===== src/rtl/writeback_buffer_if.sv =====
// Fill-side and main-memory-side handshake bundle for the write-back buffer.
// master = cache/memory environment, slave = writeback_buffer.
interface writeback_buffer_if #(
    parameter int ADDR_SIZE = 32,
    parameter int WORD_SIZE = 32
);
    logic                 in_valid;
    logic                 in_ready;
    logic [ADDR_SIZE-1:0] in_addr;
    logic [WORD_SIZE-1:0] in_data;
    logic                 mm_we;
    logic [ADDR_SIZE-1:0] mm_addr;
    logic [WORD_SIZE-1:0] mm_data;
    logic                 mm_valid;

    modport master (
        output in_valid, in_addr, in_data, mm_valid,
        input  in_ready, mm_we, mm_addr, mm_data
    );

    modport slave (
        input  in_valid, in_addr, in_data, mm_valid,
        output in_ready, mm_we, mm_addr, mm_data
    );
endinterface


===== src/rtl/writeback_buffer.sv =====
// Line-granular write-back buffer: FIFO of victim lines drained to main memory.
// Define WB_FORWARD_EN to add the lk_data/lk_fwd read-forwarding outputs.
module writeback_buffer #(
    parameter int WORD_SIZE      = 32,
    parameter int WORDS_PER_LINE = 8,
    parameter int DEPTH          = 2,
    parameter int ADDR_SIZE      = 32
) (
    input  logic                 clk,
    input  logic                 reset,
    writeback_buffer_if.slave    bus,
    input  logic [ADDR_SIZE-1:0] lk_addr,
    output logic                 lk_hit,
    output logic                 empty,
    output logic                 full
`ifdef WB_FORWARD_EN
    ,
    output logic [WORD_SIZE-1:0] lk_data,
    output logic                 lk_fwd
`endif
);
    localparam int OFS = $clog2(WORDS_PER_LINE * (WORD_SIZE / 8));
    localparam int BW  = ADDR_SIZE - OFS;
    localparam int CW  = $clog2(WORDS_PER_LINE);
    localparam int PW  = (DEPTH > 1) ? $clog2(DEPTH) : 1;
    localparam logic [CW-1:0] LAST = CW'(WORDS_PER_LINE - 1);

    typedef enum logic [1:0] {E_FREE, E_FILLING, E_READY, E_DRAINING} ent_t;
    typedef enum logic [1:0] {D_IDLE, D_DRAIN, D_GAP} dst_t;

    ent_t [DEPTH-1:0]                                st, st_nxt;
    logic [DEPTH-1:0][BW-1:0]                        base_q;
    logic [DEPTH-1:0][WORDS_PER_LINE-1:0][WORD_SIZE-1:0] line_q;
    logic [PW-1:0] wr_ptr, rd_ptr;
    logic [CW-1:0] cnt, drain_idx;
    dst_t          dstate, dnxt;
    logic          fire, drain_last, all_free, none_free;
    logic          mm_we, in_ready;
    logic [ADDR_SIZE-1:0] mm_addr;
    logic [WORD_SIZE-1:0] mm_data;
    logic [BW-1:0] lk_base;
    logic          unused_ok;

    function automatic logic [PW-1:0] inc(input logic [PW-1:0] p);
        return (p == PW'(DEPTH - 1)) ? '0 : p + PW'(1);
    endfunction

    // A started line always completes, so mid-fill ignores entry state.
    assign in_ready     = (cnt != '0) || (st[wr_ptr] == E_FREE);
    assign fire         = bus.in_valid && in_ready;
    assign lk_base      = lk_addr[ADDR_SIZE-1:OFS];
    assign bus.in_ready = in_ready;
    assign bus.mm_we    = mm_we;
    assign bus.mm_addr  = mm_addr;
    assign bus.mm_data  = mm_data;
    assign unused_ok    = ^{bus.in_addr[OFS-1:0], lk_addr[OFS-1:0]};

    // Fill and drain never touch the same entry in one cycle: the fill entry
    // is FREE/FILLING while the drain entry is READY/DRAINING.
    always_comb begin
        st_nxt = st;
        if (fire)
            st_nxt[wr_ptr] = (cnt == LAST) ? E_READY : E_FILLING;
        if (dstate == D_IDLE && st[rd_ptr] == E_READY)
            st_nxt[rd_ptr] = E_DRAINING;
        if (drain_last)
            st_nxt[rd_ptr] = E_FREE;
    end

    always_comb begin
        all_free  = 1'b1;
        none_free = 1'b1;
        for (int i = 0; i < DEPTH; i++) begin
            if (st_nxt[i] == E_FREE) none_free = 1'b0;
            else                     all_free  = 1'b0;
        end
    end

    always_ff @(posedge clk) begin
        if (reset) begin
            st     <= '{default: E_FREE};
            wr_ptr <= '0;
            cnt    <= '0;
            empty  <= 1'b1;
            full   <= 1'b0;
        end else begin
            st    <= st_nxt;
            empty <= all_free;
            full  <= none_free;
            if (fire) begin
                if (cnt == LAST) begin
                    cnt    <= '0;
                    wr_ptr <= inc(wr_ptr);
                end else begin
                    cnt <= cnt + CW'(1);
                end
            end
        end
    end

    always_ff @(posedge clk) begin
        if (fire) begin
            line_q[wr_ptr][cnt] <= bus.in_data;
            if (cnt == '0) base_q[wr_ptr] <= bus.in_addr[ADDR_SIZE-1:OFS];
        end
    end

    always_ff @(posedge clk) begin
        if (reset) begin
            dstate    <= D_IDLE;
            rd_ptr    <= '0;
            drain_idx <= '0;
        end else begin
            dstate <= dnxt;
            if (dstate == D_DRAIN && bus.mm_valid)
                drain_idx <= (drain_idx == LAST) ? '0 : drain_idx + CW'(1);
            if (drain_last) rd_ptr <= inc(rd_ptr);
        end
    end

    // GAP forces one low cycle of mm_we so every line is a fresh request.
    always_comb begin
        dnxt       = dstate;
        mm_we      = 1'b0;
        mm_addr    = '0;
        mm_data    = '0;
        drain_last = 1'b0;
        case (dstate)
            D_IDLE:  if (st[rd_ptr] == E_READY) dnxt = D_DRAIN;
            D_DRAIN: begin
                mm_we   = 1'b1;
                mm_addr = {2'b00, base_q[rd_ptr], {(OFS-2){1'b0}}};
                mm_data = line_q[rd_ptr][drain_idx];
                if (bus.mm_valid && drain_idx == LAST) begin
                    drain_last = 1'b1;
                    dnxt       = D_GAP;
                end
            end
            D_GAP:   dnxt = D_IDLE;
            default: dnxt = D_IDLE;
        endcase
    end

    always_comb begin
        lk_hit = 1'b0;
        for (int i = 0; i < DEPTH; i++)
            if (st[i] != E_FREE && base_q[i] == lk_base) lk_hit = 1'b1;
    end

`ifdef WB_FORWARD_EN
    logic [CW-1:0] lk_word;
    logic [PW-1:0] fwd_idx;
    assign lk_word = lk_addr[OFS-1:OFS-CW];

    // Walk oldest to newest from rd_ptr so the newest match wins.
    always_comb begin
        lk_fwd  = 1'b0;
        lk_data = '0;
        fwd_idx = rd_ptr;
        for (int k = 0; k < DEPTH; k++) begin
            fwd_idx = PW'((int'(rd_ptr) + k) % DEPTH);
            if (base_q[fwd_idx] == lk_base &&
                (st[fwd_idx] == E_READY || st[fwd_idx] == E_DRAINING ||
                 (st[fwd_idx] == E_FILLING && cnt > lk_word))) begin
                lk_fwd  = 1'b1;
                lk_data = line_q[fwd_idx][lk_word];
            end
        end
    end
`endif
endmodule

===== src/flat_wrapper.sv =====
// flat-port wrapper written by rule: the top's interface ports become plain ports
module writeback_buffer_flat 
#(
    parameter int WORD_SIZE      = 32,
    parameter int WORDS_PER_LINE = 8,
    parameter int DEPTH          = 2,
    parameter int ADDR_SIZE      = 32
)
  (clk, reset, lk_addr, lk_hit, empty, full, bus_in_valid, bus_in_addr, bus_in_data, bus_mm_valid, bus_in_ready, bus_mm_we, bus_mm_addr, bus_mm_data);
  writeback_buffer_if #(.ADDR_SIZE(ADDR_SIZE), .WORD_SIZE(WORD_SIZE)) bus_i ();
  input  logic clk;
  input  logic reset;
  input  logic [ADDR_SIZE-1:0] lk_addr;
  output logic lk_hit;
  output logic empty;
  output logic full;
  input wire logic [$bits(bus_i.in_valid)-1:0] bus_in_valid;
  input wire logic [$bits(bus_i.in_addr)-1:0] bus_in_addr;
  input wire logic [$bits(bus_i.in_data)-1:0] bus_in_data;
  input wire logic [$bits(bus_i.mm_valid)-1:0] bus_mm_valid;
  output wire logic [$bits(bus_i.in_ready)-1:0] bus_in_ready;
  output wire logic [$bits(bus_i.mm_we)-1:0] bus_mm_we;
  output wire logic [$bits(bus_i.mm_addr)-1:0] bus_mm_addr;
  output wire logic [$bits(bus_i.mm_data)-1:0] bus_mm_data;
  assign bus_i.in_valid = bus_in_valid;
  assign bus_i.in_addr = bus_in_addr;
  assign bus_i.in_data = bus_in_data;
  assign bus_i.mm_valid = bus_mm_valid;
  assign bus_in_ready = bus_i.in_ready;
  assign bus_mm_we = bus_i.mm_we;
  assign bus_mm_addr = bus_i.mm_addr;
  assign bus_mm_data = bus_i.mm_data;
  writeback_buffer #(.WORD_SIZE(WORD_SIZE), .WORDS_PER_LINE(WORDS_PER_LINE), .DEPTH(DEPTH), .ADDR_SIZE(ADDR_SIZE)) u_core (.clk(clk), .reset(reset), .bus(bus_i), .lk_addr(lk_addr), .lk_hit(lk_hit), .empty(empty), .full(full));
endmodule

===== config.mk =====
export PLATFORM = sky130hd
export DESIGN_NAME = writeback_buffer_flat
export DESIGN_NICKNAME = d
export VERILOG_FILES = /design/src/rtl/writeback_buffer_if.sv /design/src/rtl/writeback_buffer.sv /design/src/flat_wrapper.sv
export SDC_FILE = /design/constraint.sdc
export NUM_CORES = 1
export LEC_CHECK = 0
export BUFFER_PORTS_ARGS = -buffer_cell sky130_fd_sc_hd__buf_2
export CAP_MARGIN = 30
export CORE_UTILIZATION = 42
export DETAILED_ROUTE_END_ITERATION = 12
export PLACE_DENSITY = 0.61
export SLEW_MARGIN = 20
export SYNTH_ARGS = -nofsm -noshare
export SYNTH_HDL_FRONTEND = slang
export SYNTH_SLANG_ARGS = --single-unit

===== constraint.sdc =====
create_clock -name clk -period 5.2 [get_ports clk]
set_input_delay 0.78 -clock clk [delete_from_list [all_inputs] [get_ports clk]]
set_output_delay 0.78 -clock clk [all_outputs]
set_load 0.03 [all_outputs]

==> results of run 1 <==
## metal layers
layer,global-route usage,routed length [um],up-vias
met5,0,57,-
met4,0.04971,988,10
met3,0.03663,2867,73
met2,0.3038,25080,280
met1,0.2529,21220,5840
li1,-,-,4793
## sequential cells by signal, indices dropped and copies added (netlist names)
register	count
u_core.wr_ptr	1
u_core.empty	1
u_core.rd_ptr	1
u_core.dstate	2
u_core.base_q	54
u_core.full	1
u_core.cnt	3
u_core.st	4
u_core.line_q	512
u_core.drain_idx	3
## Yosys cell counts (3+ instances only)
cell type and n:
and2_1 33, edfxtp_1 566, xnor2_1 28, mux2i_1 28, mux4_2 160, dfxtp_1 16, buf_4 5, nand2b_1 4
o21a_1 5, buf_2 12, inv_1 4, nand4_1 9, a21oi_1 9, buf_1 3, buf_8 4, ha_1 6
nor4_1 10, buf_6 4, nand2_1 15, xor2_1 28, nor2_1 50, clkbuf_1 28, nor3_1 11, nand3_1 6
## cells by family after synthesis
kind of cell	synth area share
flip-flops	0.7524
buffers and inverters	0.01452
adder cells (fa/ha/maj)	0.003262
multiplexers	0.1688
AO/OA/AOI/OAI	0.007612
other	0.0001629
XOR/XNOR	0.02131
AND/OR/NAND/NOR	0.03197
## final timing paths
kind                            end  cells after the start           start
setup / recovery    bus_mm_data[31]                      5   u_core.rd_ptr
hold / removal    u_core.base_q[28]                      1  bus_in_addr[6]
setup reg to reg  u_core.line_q[42]                      7   u_core.cnt[0]
hold reg to reg       u_core.cnt[1]                      2   u_core.cnt[1]
## final cells by class
cell class,instances,area [um^2],area share
flip-flops and latches,582,17330,0.6508
inverters,4,15.01,0.0005640
clock buffers,86,1628,0.06114
repair buffers,189,1166,0.04380
well taps,696,870.8,0.03271
multi-input cells,426,5500,0.2066
diodes,1,2.502,0.00009399
clock inverters,18,113.9,0.004277
## worst register-to-register path, stage by stage (launching register included)
cell and delay, ps:
dfxtp_1 600, inv_1 130, ha_1 240, nor2b_1 210
a21oi_1 260, nand2_1 270, nor2_4 820, buf_4 410
## where the power goes
part	total, uW	internal [uW]	leakage [uW]	switching [uW]
clock	3840	2160	0.000851	1680
sequential	5220	5200	0.00524	20.5
combinational	269	102	0.00239	167
## stage by stage
| stage | utilization | instances |
|---|---|---|
| final | 0.4928 | 2002 |
| after global placement | 0.4581 | 1892 |
| after floorplan | - | 1068 |
| after CTS | 0.4922 | 2000 |
| after detailed placement | 0.4600 | 1896 |
| after global routing | 0.4927 | 2001 |
==> impl_metrics.ini, run 1 <==
[status]
status = completed

[layout]
nets = 1367
final_common_cell = edfxtp_1
drive_above_1_share = 0.3425
final_cell_mix = 566 x edfxtp_1, 160 x mux4_2, 153 x buf_2
syn_to_final_growth_pct = 15.68
fin_area_um2 = 26620
fill_cells = 4399

[detailed_routing]
route.detailed.drc = 0
vias_per_cell = 5.493
vias = 11000
drt-total-wl_mm = 50.21
wire_per_inst_um = 25.08
drt_first_iter_violations = 831
ant_nets = 0
drtPass1Iterations = 5

[setup_path]
crit_type = reg -> out
critPathBufInv = 2
cp.required_ps = 4420
ff2ff_setup_slack_ps = 1940
worst_setup_path_start_kind = flip-flop
cp.arrival_ps = 3230
critPathCaptureType = output pin
worstPathCellList = buf_4, mux4_2, mux4_2, and2_1, buf_2
crit_top_cell = mux4_2
cp_max_fo = 24
cp_top_family = multiplexers
critPathMaxStageDelay_ps = 680
critPathSlowestCell = dfxtp_4

[clock_network]
clkLatencyLatePin_ps = 620
cts_post_setup_buffers_inserted = 0
root_buffer = clkbuf_16
cts_sinks = 582
cts_tree = done
clockBufferDepth = 3
htreeDepth = 2
cts-resized-gates = 0
cts_made_buffers = 58
cts.clk_slew.worst_paths_ps = 60
cts_hold_buffers = 0

[timing]
hold-worst-slack_ps = 359.0
clock_skew_ps = 15.40
finalCriticalPeriod_ps = 4012
finalSetupTns_ps = 0
max-slew-margin-rel = 0.3416
finalCritPeriodShare = 0.7716
fin_ws_ps = 1188
finalSetupViolations = 0
fmax_ghz = 0.2492
hold_violations = 0
finalMaxSlewViolations = 0
tightest_slew_ps = 985.3
rsz0062_at_grt = no

[global_route]
grt_pass1_wl_mm = 75.35
grt_use_total = 0.1850
grt_pass1_vias = 11820
grt_antenna_before_repair = 5
overflow = 0
grt_max_degree = 53

[logic_synthesis]
syn_area_per_cell_um2 = 21.63
netlist-cell-type-count = 41
synth_flop_cell = edfxtp_1
synth-seq-cells = 582
synth_seq_area_share = 0.7524
syn_area_um2 = 23010
synth_area_leaders = edfxtp_1 74%, mux4_2 16%, dfxtp_1 1.4%
synth-edff-count = 566
yosysWarnings = 0
async_reset_ff_frac = 0
synth_largest_area_cell = edfxtp_1
syn_inst = 1064
synth_top_area_share = 0.7385

[power_and_ir_drop]
powerDensity_nw_per_um2 = 350.6
finalPower_uw = 9335
ir_drop_uv = 221.8
p_leak_uw = 0.008490

[placed_design]
portBuffers = 153
dpl_cell_area_um2 = 24850
place_congestion = 0.7595
post-place-ws_ps = 1729
place.detailed.hpwl_mm = 28.12

[die]
coreArea_um2 = 54030
die_area_um2 = 55740
rows = 85
die_width_um = 236.1
initial_core_util = 0.4260
die_h_um = 236.1
pin_count = 169

[worst_hold_path]
hp-class = in -> reg

[run]
maxCapViolCount = 0
Power figures use the tool's default switching activity.
==> inputs of run 2 (changes only) <==
clock period = 4 ns   (was 5.2 ns; I/O delays follow)
==> run 2 against run 1 <==
Compared with the run above:
- core utilization up 0.058 points
- worst setup slack got worse by 920 ps
- via count rose by 0.30%
- clock power is 33% higher
- sequential cell count unchanged
- routed wire length shrank 0.46%
- combinational power up 31%
- final area increased by 0.12%
- global-route usage is 0.22 points lower
- clock skew rose by 18 ps
- sequential power rose by 30%
- largest power group unchanged
==> impl_metrics.ini, run 2 (synthesized netlist as in run 1, its figures left out) <==
[detailed_routing]
vias_per_cell = 5.503
drt-total-wl_mm = 49.98
drt_first_iter_violations = 919
wire_per_inst_um = 24.94
vias = 11030
drtPass1Iterations = 7
ant_nets = 0
route.detailed.drc = 0

[layout]
reg_top3 = u_core.line_q (512), u_core.base_q (54), u_core.st (4)
largest_register = u_core.line_q
final_cell_mix = 566 x edfxtp_1, 160 x mux4_2, 153 x buf_2
nets = 1368
drive_above_1_share = 0.3458
final_common_cell = edfxtp_1
instances_no_fill = 2004
largest_reg_flops = 512
fin_area_um2 = 26650
syn_to_final_growth_pct = 15.81

[placed_design]
place_congestion = 0.7705
dpl_cell_area_um2 = 24870
portBuffers = 153
place.detailed.hpwl_mm = 26.73
post-place-ws_ps = 833.3
place_inst = 1897

[global_route]
grt_max_degree = 45
grt_use_total = 0.1829
grt_pass1_vias = 11610
grt_antenna_before_repair = 5
overflow = 0
grt_pass1_wl_mm = 74.33

[timing]
hold_violations = 0
finalCritPeriodShare = 0.9331
fin_ws_ps = 267.7
rsz0062_at_grt = no
hold-worst-slack_ps = 179.9
max-slew-margin-rel = 0.5088
tightest_slew_ps = 736.8
finalSetupViolations = 0
finalMaxSlewViolations = 0
fmax_ghz = 0.2679
clock_skew_ps = 33.88
finalSetupTns_ps = 0
finalCriticalPeriod_ps = 3732

[setup_path]
worst_setup_path_start_kind = flip-flop
critPathCaptureType = output pin
cp_max_fo = 30
critPathMaxStageDelay_ps = 720
crit_type = reg -> out
crit_top_cell = mux4_2
cp.required_ps = 3400
worstPathCellList = buf_12, mux4_2, mux4_2, and2_1, buf_2
critPathSlowestCell = dfxtp_4
cp.arrival_ps = 3130

[die]
coreArea_um2 = 54030
initial_core_util = 0.4260
pin_count = 169
rows = 85
die_width_um = 236.1
die_area_um2 = 55740
die_h_um = 236.1

[status]
status = completed

[worst_hold_path]
hp-class = in -> reg

[clock_network]
cts_post_setup_buffers_inserted = 0
root_buffer = clkbuf_16
htreeDepth = 2
clkLatencyLatePin_ps = 630
cts_hold_buffers = 0
clockBufferDepth = 3
cts_tree = done
cts-resized-gates = 0
cts.clk_slew.worst_paths_ps = 60
cts_made_buffers = 59
cts_sinks = 582

[run]
maxCapViolCount = 0

[power_and_ir_drop]
ir_drop_uv = 393.3
p_leak_uw = 0.008496
powerDensity_nw_per_um2 = 459.0
==> run 2: where the power goes <==
part	switching, uW	total [uW]	internal [uW]
Clock	2280	5090	2810
Sequential	25.1	6790	6770
Combinational	220	352	132
==> run 2: layout make-up <==
type | instances | area [um^2]
Inverter | 4 | 15.01
Clock inverter | 33 | 227.7
Sequential cell | 582 | 17330
Timing Repair Buffer | 189 | 1161
Fill cell | 4410 | 27370
Clock buffer | 73 | 1550
Tap cell | 696 | 870.8
Multi-Input combinational cell | 426 | 5500
Antenna cell | 1 | 2.502
==> run 2: path summary, 6_finish.rpt <==
| kind | start | depth (start not counted) | end | slack, ps |
|---|---|---|---|---|
| setup reg to reg | u_core.cnt[0] | 7 | u_core.line_q[27] | 1180 |
| setup / recovery | u_core.rd_ptr | 5 | bus_mm_data[30] | 270 |
| hold reg to reg | u_core.cnt[1] | 2 | u_core.cnt[1] | 520 |
| hold / removal | bus_in_addr[14] | 1 | u_core.base_q[9] | 180 |
==> run 2: critical path, delay by kind of cell, from the launching register on <==
| kind | cells | cell delay, ps |
|---|---|---|
| mux | 2 | 1000 |
| flops | 1 | 720 |
| buf+inv | 2 | 560 |
| simple gates | 1 | 240 |
==> run 2: per-layer routing <==
layer / vias up / part of all wire / global-route usage
met5: - / 0.0011 / 0
met4: 8 / 0.019 / 0.05031
met3: 74 / 0.061 / 0.03546
met2: 299 / 0.50 / 0.3099
met1: 5865 / 0.42 / 0.2412
li1: 4783 / - / -
==> run 2: metrics by stage <==
step	util	power (uW)
final	0.4934	12230
after floorplan	-	7089
after global routing	0.4933	12600
after global placement	0.4604	7262
after detailed placement	0.4604	7276
after CTS	0.4933	12360
